### src/rtl/pipe_ctrl_pkg.sv
// pipe_ctrl_pkg: encodings, stage record and hazard helpers for pipe_ctrl.
// Multiply/divide fields exist only when MULDIV_EN is defined.
package pipe_ctrl_pkg;

  localparam logic [5:0] OP_RTYPE = 6'h00;
  localparam logic [5:0] OP_JAL   = 6'h03;
  localparam logic [5:0] OP_BEQ   = 6'h04;
  localparam logic [5:0] OP_ORI   = 6'h0d;
  localparam logic [5:0] OP_LUI   = 6'h0f;
  localparam logic [5:0] OP_LW    = 6'h23;
  localparam logic [5:0] OP_SW    = 6'h2b;

  localparam logic [5:0] FN_JR  = 6'h08;
  localparam logic [5:0] FN_ADD = 6'h20;
  localparam logic [5:0] FN_SUB = 6'h22;

`ifdef MULDIV_EN
  localparam logic [5:0] FN_MFHI  = 6'h10;
  localparam logic [5:0] FN_MTHI  = 6'h11;
  localparam logic [5:0] FN_MFLO  = 6'h12;
  localparam logic [5:0] FN_MTLO  = 6'h13;
  localparam logic [5:0] FN_MULT  = 6'h18;
  localparam logic [5:0] FN_MULTU = 6'h19;
  localparam logic [5:0] FN_DIV   = 6'h1a;
  localparam logic [5:0] FN_DIVU  = 6'h1b;

  localparam logic [2:0] MD_MULT  = 3'd0;
  localparam logic [2:0] MD_MULTU = 3'd1;
  localparam logic [2:0] MD_DIV   = 3'd2;
  localparam logic [2:0] MD_DIVU  = 3'd3;
  localparam logic [2:0] MD_MTHI  = 3'd4;
  localparam logic [2:0] MD_MTLO  = 3'd5;
  localparam logic [2:0] MD_MFHI  = 3'd6;
  localparam logic [2:0] MD_MFLO  = 3'd7;

  localparam logic [1:0] GRF_HILO = 2'b11;
`endif

  localparam logic [1:0] EXT_ZERO = 2'b00;
  localparam logic [1:0] EXT_SIGN = 2'b01;
  localparam logic [1:0] EXT_LUI  = 2'b10;

  localparam logic [1:0] PC_NEXT = 2'b00;
  localparam logic [1:0] PC_BEQ  = 2'b01;
  localparam logic [1:0] PC_JAL  = 2'b10;
  localparam logic [1:0] PC_JR   = 2'b11;

  localparam logic [1:0] ALU_ADD = 2'b00;
  localparam logic [1:0] ALU_SUB = 2'b01;
  localparam logic [1:0] ALU_OR  = 2'b10;

  localparam logic [1:0] GRF_ALU = 2'b00;
  localparam logic [1:0] GRF_DM  = 2'b01;
  localparam logic [1:0] GRF_PC8 = 2'b10;

  localparam logic [1:0] FWD_D_M = 2'b01;
  localparam logic [1:0] FWD_D_E = 2'b10;
  localparam logic [1:0] FWD_E_W = 2'b01;
  localparam logic [1:0] FWD_E_M = 2'b10;

  // TUSE_NA exceeds every Tnew, so an unused source never stalls
  localparam logic [1:0] TUSE_0  = 2'd0;
  localparam logic [1:0] TUSE_1  = 2'd1;
  localparam logic [1:0] TUSE_2  = 2'd2;
  localparam logic [1:0] TUSE_NA = 2'd3;

  typedef struct packed {
`ifdef MULDIV_EN
    logic       md_en;
    logic       md_start;
    logic [2:0] md_op;
`endif
    logic [1:0] alu_op;
    logic       alu_src;
    logic       dm_we;
    logic       grf_we;
    logic [1:0] grf_data;
    logic [4:0] a3;
    logic [4:0] rs;
    logic [4:0] rt;
    logic [1:0] tnew;
  } ctrl_t;

  function automatic logic hits(
    input logic [4:0] src,
    input ctrl_t      s
  );
    return s.grf_we && (src != 5'd0) && (src == s.a3);
  endfunction

  function automatic logic [1:0] tnew_dec(
    input logic [1:0] t
  );
    return (t == 2'd0) ? 2'd0 : t - 2'd1;
  endfunction

  function automatic logic [1:0] fwd_sel(
    input logic [4:0] src,
    input ctrl_t      yng,
    input ctrl_t      old,
    input logic [1:0] sel_yng,
    input logic [1:0] sel_old
  );
    if (hits(src, yng))
      return (yng.tnew == 2'd0) ? sel_yng : 2'b00;
    if (hits(src, old))
      return (old.tnew == 2'd0) ? sel_old : 2'b00;
    return 2'b00;
  endfunction

endpackage

### src/rtl/pipe_ctrl_decode.sv
// pipe_ctrl_decode: instruction to stage record, D-stage selects and Tuse.
// MULDIV_EN adds the multiply/divide opcodes.
module pipe_ctrl_decode
  import pipe_ctrl_pkg::*;
(
  input  logic [31:0] instr,
  output ctrl_t       ctrl,
  output logic [1:0]  ext_op,
  output logic [1:0]  pc_op,
  output logic [1:0]  tuse_rs,
  output logic [1:0]  tuse_rt
);

  logic [5:0] op;
  logic [5:0] fn;
  logic [4:0] rs;
  logic [4:0] rt;
  logic [4:0] rd;
  logic [4:0] a3;
  logic [1:0] tnew;
  logic       r_type;
  logic       is_add;
  logic       is_sub;
  logic       is_jr;
  logic       is_ori;
  logic       is_lw;
  logic       is_sw;
  logic       is_beq;
  logic       is_lui;
  logic       is_jal;
  logic       unused_shamt;

  assign op     = instr[31:26];
  assign rs     = instr[25:21];
  assign rt     = instr[20:16];
  assign rd     = instr[15:11];
  assign fn     = instr[5:0];
  assign r_type = (op == OP_RTYPE);
  assign is_add = r_type && (fn == FN_ADD);
  assign is_sub = r_type && (fn == FN_SUB);
  assign is_jr  = r_type && (fn == FN_JR);
  assign is_ori = (op == OP_ORI);
  assign is_lw  = (op == OP_LW);
  assign is_sw  = (op == OP_SW);
  assign is_beq = (op == OP_BEQ);
  assign is_lui = (op == OP_LUI);
  assign is_jal = (op == OP_JAL);

  assign unused_shamt = ^instr[10:6];

`ifdef MULDIV_EN
  logic       is_md;
  logic       is_mt;
  logic       is_mf;
  logic [2:0] md_op;

  assign is_md = r_type &&
    (fn inside {FN_MULT, FN_MULTU, FN_DIV, FN_DIVU});
  assign is_mt = r_type && (fn inside {FN_MTHI, FN_MTLO});
  assign is_mf = r_type && (fn inside {FN_MFHI, FN_MFLO});

  always_comb begin
    unique case (fn)
      FN_MULTU: md_op = MD_MULTU;
      FN_DIV:   md_op = MD_DIV;
      FN_DIVU:  md_op = MD_DIVU;
      FN_MTHI:  md_op = MD_MTHI;
      FN_MTLO:  md_op = MD_MTLO;
      FN_MFHI:  md_op = MD_MFHI;
      FN_MFLO:  md_op = MD_MFLO;
      default:  md_op = MD_MULT;
    endcase
  end
`endif

  always_comb begin
    ctrl    = '0;
    ext_op  = EXT_ZERO;
    pc_op   = PC_NEXT;
    tuse_rs = TUSE_NA;
    tuse_rt = TUSE_NA;
    a3      = 5'd0;
    tnew    = 2'd0;
    unique case (1'b1)
      is_add, is_sub: begin
        ctrl.alu_op = is_sub ? ALU_SUB : ALU_ADD;
        a3      = rd;
        tnew    = 2'd1;
        tuse_rs = TUSE_1;
        tuse_rt = TUSE_1;
      end
      is_ori: begin
        ctrl.alu_op  = ALU_OR;
        ctrl.alu_src = 1'b1;
        a3      = rt;
        tnew    = 2'd1;
        tuse_rs = TUSE_1;
      end
      is_lui: begin
        ctrl.alu_op  = ALU_OR;
        ctrl.alu_src = 1'b1;
        ext_op  = EXT_LUI;
        a3      = rt;
        tnew    = 2'd1;
        tuse_rs = TUSE_1;
      end
      is_lw: begin
        ctrl.alu_src  = 1'b1;
        ctrl.grf_data = GRF_DM;
        ext_op  = EXT_SIGN;
        a3      = rt;
        tnew    = 2'd2;
        tuse_rs = TUSE_1;
      end
      is_sw: begin
        ctrl.alu_src = 1'b1;
        ctrl.dm_we   = 1'b1;
        ext_op  = EXT_SIGN;
        tuse_rs = TUSE_1;
        tuse_rt = TUSE_2;
      end
      is_beq: begin
        ext_op  = EXT_SIGN;
        pc_op   = PC_BEQ;
        tuse_rs = TUSE_0;
        tuse_rt = TUSE_0;
      end
      is_jal: begin
        ctrl.grf_data = GRF_PC8;
        pc_op = PC_JAL;
        a3    = 5'd31;
        tnew  = 2'd0;
      end
      is_jr: begin
        pc_op   = PC_JR;
        tuse_rs = TUSE_0;
      end
`ifdef MULDIV_EN
      is_md: begin
        ctrl.md_en    = 1'b1;
        ctrl.md_start = 1'b1;
        ctrl.md_op    = md_op;
        tuse_rs = TUSE_1;
        tuse_rt = TUSE_1;
      end
      is_mt: begin
        ctrl.md_en = 1'b1;
        ctrl.md_op = md_op;
        tuse_rs = TUSE_1;
      end
      is_mf: begin
        ctrl.md_en    = 1'b1;
        ctrl.md_op    = md_op;
        ctrl.grf_data = GRF_HILO;
        a3   = rd;
        tnew = 2'd1;
      end
`endif
      default: ;
    endcase
    ctrl.a3     = a3;
    ctrl.grf_we = (a3 != 5'd0);
    ctrl.tnew   = tnew;
    ctrl.rs     = (tuse_rs == TUSE_NA) ? 5'd0 : rs;
    ctrl.rt     = (tuse_rt == TUSE_NA) ? 5'd0 : rt;
  end

endmodule

### src/rtl/pipe_ctrl.sv
// pipe_ctrl: five-stage control pipeline with Tuse/Tnew stall and forwarding.
// Define MULDIV_EN to add multiply/divide sequencing and its ports.
module pipe_ctrl
  import pipe_ctrl_pkg::*;
#(
  parameter int MULT_CYCLES = 5,
  parameter int DIV_CYCLES  = 10
) (
  input  logic        clk,
  input  logic        reset,
  input  logic [31:0] instr_D,
  output logic        stall,
  output logic [1:0]  EXT_op_D,
  output logic [1:0]  PC_op_D,
  output logic [1:0]  fwd_rs_D,
  output logic [1:0]  fwd_rt_D,
  output logic [1:0]  ALU_op_E,
  output logic        ALU_src_E,
  output logic [1:0]  fwd_rs_E,
  output logic [1:0]  fwd_rt_E,
  output logic        DM_WE_M,
  output logic        fwd_rt_M,
  output logic        GRF_WE_W,
  output logic [4:0]  GRF_A3_W,
`ifdef MULDIV_EN
  output logic        md_start_E,
  output logic [2:0]  md_op_E,
  output logic        md_busy,
`endif
  output logic [1:0]  GRF_data_W
);

  ctrl_t      d_c;
  ctrl_t      e_d;
  ctrl_t      e_q;
  ctrl_t      m_d;
  ctrl_t      m_q;
  ctrl_t      w_d;
  ctrl_t      w_q;
  logic [1:0] tuse_rs;
  logic [1:0] tuse_rt;
  logic       hz_stall;
  logic       md_stall;
  logic       unused_w;

  pipe_ctrl_decode u_dec (
    .instr   (instr_D),
    .ctrl    (d_c),
    .ext_op  (EXT_op_D),
    .pc_op   (PC_op_D),
    .tuse_rs (tuse_rs),
    .tuse_rt (tuse_rt)
  );

  always_comb begin
    hz_stall =
      (hits(d_c.rs, e_q) && (tuse_rs < e_q.tnew)) ||
      (hits(d_c.rs, m_q) && (tuse_rs < m_q.tnew)) ||
      (hits(d_c.rt, e_q) && (tuse_rt < e_q.tnew)) ||
      (hits(d_c.rt, m_q) && (tuse_rt < m_q.tnew));
  end

`ifdef MULDIV_EN
  localparam int MD_MAX =
    (MULT_CYCLES > DIV_CYCLES) ? MULT_CYCLES : DIV_CYCLES;
  localparam int CW = $clog2(MD_MAX + 1);

  logic [CW-1:0] md_cnt_d;
  logic [CW-1:0] md_cnt_q;

  always_comb begin
    md_cnt_d = md_cnt_q;
    if (e_q.md_start) begin
      if (e_q.md_op inside {MD_DIV, MD_DIVU})
        md_cnt_d = CW'(DIV_CYCLES);
      else
        md_cnt_d = CW'(MULT_CYCLES);
    end else if (md_cnt_q != '0) begin
      md_cnt_d = md_cnt_q - CW'(1);
    end
  end

  assign md_busy    = (md_cnt_q != '0);
  assign md_start_E = e_q.md_start;
  assign md_op_E    = e_q.md_op;
  // HI/LO is shared, so every muldiv op waits for the unit to drain
  assign md_stall   = d_c.md_en && (md_busy || e_q.md_start);
`else
  logic unused_params;
  assign unused_params = ^{32'(MULT_CYCLES), 32'(DIV_CYCLES)};
  assign md_stall = 1'b0;
`endif

  assign stall = hz_stall || md_stall;

  always_comb begin
    e_d      = stall ? '0 : d_c;
    m_d      = e_q;
    m_d.tnew = tnew_dec(e_q.tnew);
    w_d      = m_q;
    w_d.tnew = tnew_dec(m_q.tnew);
  end

  always_ff @(posedge clk or posedge reset) begin
    if (reset) begin
      e_q <= '0;
      m_q <= '0;
      w_q <= '0;
`ifdef MULDIV_EN
      md_cnt_q <= '0;
`endif
    end else begin
      e_q <= e_d;
      m_q <= m_d;
      w_q <= w_d;
`ifdef MULDIV_EN
      md_cnt_q <= md_cnt_d;
`endif
    end
  end

  always_comb begin
    fwd_rs_D = fwd_sel(d_c.rs, e_q, m_q, FWD_D_E, FWD_D_M);
    fwd_rt_D = fwd_sel(d_c.rt, e_q, m_q, FWD_D_E, FWD_D_M);
    fwd_rs_E = fwd_sel(e_q.rs, m_q, w_q, FWD_E_M, FWD_E_W);
    fwd_rt_E = fwd_sel(e_q.rt, m_q, w_q, FWD_E_M, FWD_E_W);
    fwd_rt_M = m_q.dm_we && hits(m_q.rt, w_q) &&
               (w_q.tnew == 2'd0);
  end

  assign ALU_op_E   = e_q.alu_op;
  assign ALU_src_E  = e_q.alu_src;
  assign DM_WE_M    = m_q.dm_we;
  assign GRF_WE_W   = w_q.grf_we;
  assign GRF_A3_W   = w_q.a3;
  assign GRF_data_W = w_q.grf_data;
  assign unused_w   = ^w_q;

endmodule

### config.mk
export PLATFORM = sky130hd
export DESIGN_NAME = pipe_ctrl
export DESIGN_NICKNAME = d
export VERILOG_FILES = /design/src/rtl/pipe_ctrl_pkg.sv /design/src/rtl/pipe_ctrl_decode.sv /design/src/rtl/pipe_ctrl.sv
export SDC_FILE = /design/constraint.sdc
export NUM_CORES = 1
export LEC_CHECK = 0
export ABC_AREA = 0
export BUFFER_PORTS_ARGS = -buffer_cell sky130_fd_sc_hd__buf_4
export CAP_MARGIN = 0
export CORE_MARGIN = 1.5
export CORE_UTILIZATION = 45
export DETAILED_ROUTE_END_ITERATION = 12
export PLACE_DENSITY = 0.7
export SYNTH_ARGS = -nofsm -noshare
export SYNTH_HDL_FRONTEND = slang
export SYNTH_SLANG_ARGS = --single-unit
### constraint.sdc
create_clock -name clk -period 3.6 [get_ports clk]
set_clock_uncertainty 0.2 [all_clocks]
set_input_delay 0.36 -clock clk [delete_from_list [all_inputs] [get_ports clk]]
set_output_delay 0.36 -clock clk [all_outputs]
set_load 0.03 [all_outputs]
=== Word-level counts from Yosys, hierarchy flattened ===
Cells that the tools add are included.

* Flip-flop bits (word level): 50
* Latch bits: 0
* RAM bits: 0
* ROM bits: 0
* Bits of input ports: 34
* Output and inout port bits: 26
* Logic and storage cells: 141
* Memories: 0

* Add/sub/neg operators: 2
* Multiply operators: 0
* Div/mod/pow operators: 0
* Magnitude comparators: 4
* Eq/ne operators: 20
* Shift operators: 0
* Muxes and demuxes: 48
* Bitwise gates (word level): 0
* Reductions and logical operators: 48

{| class="wikitable"
|+ Operators by type and width
! kind !! count
|-
| $eq A5 B5 Y1 || 9
|-
| $mux W2 || 20
|-
| $reduce_bool A5 Y1 || 6
|-
| $logic_and A1 B1 Y1 || 27
|-
| $eq A6 B6 Y1 const B || 4
|-
| $mux W24 || 1
|-
| $pmux W2 S2 || 5
|-
| $eq A6 B4 Y1 const B || 3
|-
| $mux W1 || 17
|-
| $pmux W5 S3 || 1
|-
| $pmux W2 S3 || 2
|-
| $mux W5 || 2
|-
| $lt A2 B2 Y1 || 4
|-
| $reduce_or A4 Y1 || 2
|-
| $eq A6 B2 Y1 const B || 1
|-
| $eq A6 B3 Y1 const B || 1
|-
| $logic_not A2 Y1 || 3
|-
| $logic_not A6 Y1 || 1
|-
| $reduce_or A2 Y1 || 3
|-
| $reduce_or A3 Y1 || 2
|-
| $reduce_or A6 Y1 || 1
|-
| $eq A2 B2 Y1 const B || 2
|-
| $sub A2 B1 Y2 const B || 2
|-
| $logic_or A1 B1 Y1 || 3
|}

=== Logic depth before layout (Yosys ltp) ===
* Depth in word-level cells: 14
* Depth in mapped cells: 11

=== Hierarchy ===
Synthesis repeated with hierarchy kept, for this count alone.

* Cell total of the unflattened synthesis: 267
* Area total of the unflattened synthesis: 2870.3 um2

{| class="wikitable"
|+ Modules (own cells, without submodules)
! module !! times used !! cells an instance !! area an instance (um2) !! sequential area each (um2)
|-
| pipe_ctrl || 1 || 202 || 2342.2 || 1251.2
|-
| pipe_ctrl_decode || 1 || 65 || 528.0 || 0.0
|}

=== Least setup slack after synthesis ===
Ideal clock, no wire load.

* Kind: in2out
* Start: in instr_D[1]
* End: out stall
* Arrival: 2.316 ns
* Data required time: 3.040 ns
* Slack: 0.724 ns
* Stages: 10
* Path buffers: 1
* Cells stage by stage: nor3b_1 > a21o_1 > a21oi_1 > o21ai_0 > inv_1 > ha_1 > o21ai_0 > a32oi_1 > o221ai_4 > buf_6

* Word-level cells in the longest chain between the ends: 13
* Elaborated cells on any way between the ends: 40

{| class="wikitable"
|+ RTL lines
! element !! line !! RTL
|-
| start, declared || pipe_ctrl.sv:11 || <nowiki>input logic [31:0] instr_D,</nowiki>
|-
| $eq A6 B6 Y1 (tied with other cells) || pipe_ctrl_decode.sv:40 || <nowiki>assign is_sub = r_type && (fn == FN_SUB);</nowiki>
|-
| $logic_and A1 B1 Y1, on equally long branches || pipe_ctrl_decode.sv:40, pipe_ctrl_decode.sv:39, pipe_ctrl_decode.sv:41 ||
|-
| $reduce_or A6 Y1 (no line) or $reduce_or A2 Y1 (tied branches) || n/a ||
|-
| $pmux W2 S2 || pipe_ctrl_decode.sv:84 || <nowiki>unique case (1'b1)</nowiki>
|-
| $eq A2 B2 Y1 || pipe_ctrl_decode.sv:164 || <nowiki>ctrl.rs = (tuse_rs == TUSE_NA) ? 5'd0 : rs;</nowiki>
|-
| $mux W5 || pipe_ctrl_decode.sv:164 ||
|-
| $reduce_bool A5 Y1 || pipe_ctrl_pkg.sv:88 || <nowiki>return s.grf_we && (src != 5'd0) && (src == s.a3);</nowiki>
|-
| $logic_and A1 B1 Y1 (2 in a row) || pipe_ctrl_pkg.sv:88 ||
|-
| $logic_and A1 B1 Y1, on equally long branches || pipe_ctrl.sv:57, pipe_ctrl.sv:58 ||
|-
| $logic_or A1 B1 Y1 || pipe_ctrl.sv:57 || <nowiki>(hits(d_c.rs, e_q) && (tuse_rs < e_q.tnew)) ||</nowiki>
|-
| $logic_or A1 B1 Y1 || pipe_ctrl.sv:58 || <nowiki>(hits(d_c.rs, m_q) && (tuse_rs < m_q.tnew)) ||</nowiki>
|-
| $logic_or A1 B1 Y1 * || pipe_ctrl.sv:59 || <nowiki>(hits(d_c.rt, e_q) && (tuse_rt < e_q.tnew)) ||</nowiki>
|-
| end, declared || pipe_ctrl.sv:12 || <nowiki>output logic stall,</nowiki>
|}

Mark *: on every way between the ends. The rest lies on a longest branch, timed or not.

=== Final worst setup path ===
Ends and elaborated chain as after synthesis.

==> flow_summary.yaml <==
outcome:
  outcome: "complete, no violations"
global_route:
  grt.overflow.total: 0
  globalRouteTotalUtil_pct: 19.4
  antenna_violations_before_repair: 0
  largest_net_degree_at_the_start_of_global_routing: 51
  via_count_of_the_first_global_routing_pass: 2044
  grt_first_pass_wirelength_mm: 9.52
sta:
  minimum_period_implied_by_the_final_worst_setup_slack_ns: 3.12
  report.final.setup_viol: 0
  slew_headroom_pct: 33.2
  max_freq_mhz: 321
  worst_slew_pin_slew_ns: 1.00
  hold_violations: 0
  final.period_utilization_pct: 86.6
  timing.final.max_slew_violations: 0
  rsz_0062_raised_after_global_routing: "false"
  final_layout_setup_total_negative_slack_ns: 0
synthesis:
  top_cells_by_area_synth: "dfrtp_1, xnor2_1, xor2_1, nor2_1, nor4_1"
  yosysSeqAreaShare_pct: 46.0
  synth_area_per_cell_sq_um: 10.3
  synth.distinct_cells: 45
  postSynthCellCount: 263
  ys_ff_latch: 50
  netlist.area_leader.share_pct: 46.0
  syn_area_sq_mm: 0.00272
  synth-edff-count: 0
  async_flop_share_pct: 100
  synthesis.nets: 301
  synth_ff_type: "dfrtp_1"
  synthesis.yosys.warnings: 0
  synthDominantAreaCellType: "dfrtp_1"
setup_path:
  startpoint_type: "input port"
  cp_data_required_time_ns: 3.04
  cp_top_family: "compound AO/OA/AOI/OAI gates"
  criticalPathCategory: "input port to primary output"
  critPathBufInv: 3
  worst_ep_arrival_time_ns: 2.56
  timing.critical_path.cells: "buf_4 -> nor3b_1 -> a21o_1 -> a21oi_1 -> o21ai_0 -> inv_1 -> ha_1 -> o21ai_0 -> a32oi_1 -> o221ai_4 -> buf_4"
  cp_slowest_stage_delay_ns: 0.39
  worst-path-max-fanout: 5
  critical_path.slowest_cell: "a32oi_1"
  endpoint_kind: "primary output"
clocking:
  ctsResizeCount: 0
  clk_path_buf_depth: 2
  cts_setup_buffers: 0
  cts-buffers-inserted: 5
  clock_sink_count: 50
  ctsHtreeMaxLevel: 2
  skew_pair_late_insertion_delay_ns: 0.30
  cts_root_buf: "clkbuf_8"
  tritoncts: "yes"
  clkSlewWorstSetupHoldPaths_ns: 0.08
  cts_hold_buffers: 0
place:
  gpl.final_weighted_congestion: 0.862
  dp_hpwl_mm: 4.38
  placement.io_buffers: 54
floorplan:
  ios: 60
  floorplan.die.width_microns: 80.7
  start_util_pct: 46.2
  std_cell_rows: 28
  core_area_sq_mm: 0.00589
  chipHeight_microns: 80.7
  design.die.area_sq_mm: 0.00652
pwr:
  fin_total_pwr_w: 0.00102
  irDropWorstVdd_uv: 186
  power.density_mw_per_mm2: 317
  static-leakage-power_nw: 1.54
drt:
  post-route-drc-count: 0
  drt.antenna.violating_nets: 0
  detail_route.iter0.violations: 62
  routedWlPerCell_microns: 14.7
  drt_first_pass_iters: 4
  viasPerCell: 5.20
  routed-via-count: 2024
  drt-total-wl_mm: 5.70
finish:
  mostFrequentLayoutCell: "buf_4"
  layout-drive-gt1-share_pct: 29.6
  layout_common_cells: "buf_4, dfrtp_1, nor2_1, xnor2_1, nand2_1"
  fillers: 555
  design.final.nets: 351
  antenna_cells_inserted: 0
  syn_to_final_growth_pct: 18.1
run:
  max-cap-violations: 0
min_path:
  holdCritPathClass: "input port to flop"
-- cell type report --
| type | instances | area [sq um] | share of cell area [%] |
|---|---|---|---|
| Clock buffer | 6 | 72.6 | 2.26 |
| Timing Repair Buffer | 59 | 443 | 13.8 |
| Sequential cell | 50 | 1250 | 39.0 |
| Tap cell | 75 | 93.8 | 2.92 |
| Clock inverter | 2 | 13.8 | 0.429 |
| Multi-Input combinational cell | 187 | 1300 | 40.5 |
| Inverter | 10 | 37.5 | 1.17 |
-- registers in the layout, indices dropped and copies added (netlist names) --
signal / count
e_q: 21
m_q: 15
GRF_A3_W: 5
ALU_op_E: 2
GRF_data_W: 2
w_q: 2
ALU_src_E: 1
DM_WE_M: 1
GRF_WE_W: 1
-- kinds of logic after synthesis --
group	after synthesis	share of synthesized area (%)
compound gates	27	7.73
fa+ha+maj	4	1.84
flops	50	46.0
simple gates	113	24.3
buf+inv	26	6.21
xor+xnor	43	13.9
-- worst register-to-register path: cells and delay by family (launching register included) --
family / cells / cell delay [ns]
AOI/OAI and AO/OA: 2 / 0.41
xor gates and xnor gates: 1 / 0.20
buffers and inverters: 1 / 0.25
DFF: 1 / 0.47
and+or+nand+nor: 3 / 0.83
-- Yosys cell counts, drive strengths merged (6+ instances only) --
library cell	count
inv	10
nand4	11
dfrtp	50
nand2	20
nor2	36
nor3	6
xnor2	25
xor2	18
buf	14
a21oi	6
nor4	13
o21ai	6
-- per-stage QoR --
stage                     util [%]  area [sq um]  std cells  hold WS [ns]  setup WS [ns]
final                         54.5          3210        389        0.0957          0.482
after global placement        53.1          3120        381         0.134          0.614
after detailed placement      53.1          3120        381         0.136          0.608
after floorplan                  -          2720        263         0.131          0.724
after CTS                     54.5          3210        389        0.0875          0.487
after global routing          54.5          3210        389        0.0954          0.324
-- routing by layer --
metal / vias up / track usage, % / part of all wire [%]
met5: - / 0 / 0
met4: 0 / 5.17 / 0.95
met3: 5 / 3.82 / 5.2
met2: 53 / 34.9 / 50
met1: 958 / 23.6 / 44
li1: 1008 / - / -
-- power by group --
group / leakage [nW] / internal [W] / total (W) / switching, W
clock network: 0.0452 / 0.000137 / 0.000310 / 0.000173
logic: 0.800 / 0.0000552 / 0.000123 / 0.0000682
registers: 0.693 / 0.000571 / 0.000583 / 0.0000123
-- final timing paths --
| path | from | endpoint | slack [ns] | cells past startpoint |
|---|---|---|---|---|
| max | instr_D[1] | stall | 0.48 | 11 |
| min | instr_D[1] | ALU_op_E[0]$_DFF_PP0_ | 0.1 | 3 |
| max reg2reg | m_q[16]$_DFF_PP0_ | e_q[4]$_DFF_PP0_ | 1.11 | 7 |
| min reg2reg | m_q[17]$_DFF_PP0_ | GRF_data_W[0]$_DFF_PP0_ | 0.15 | 0 |
| max in group asynchronous | reset | GRF_data_W[0]$_DFF_PP0_ | 2.48 | 2 |
| min in group asynchronous | reset | m_q[14]$_DFF_PP0_ | 0.11 | 2 |
No activity file was read; power rests on OpenSTA's default activity.
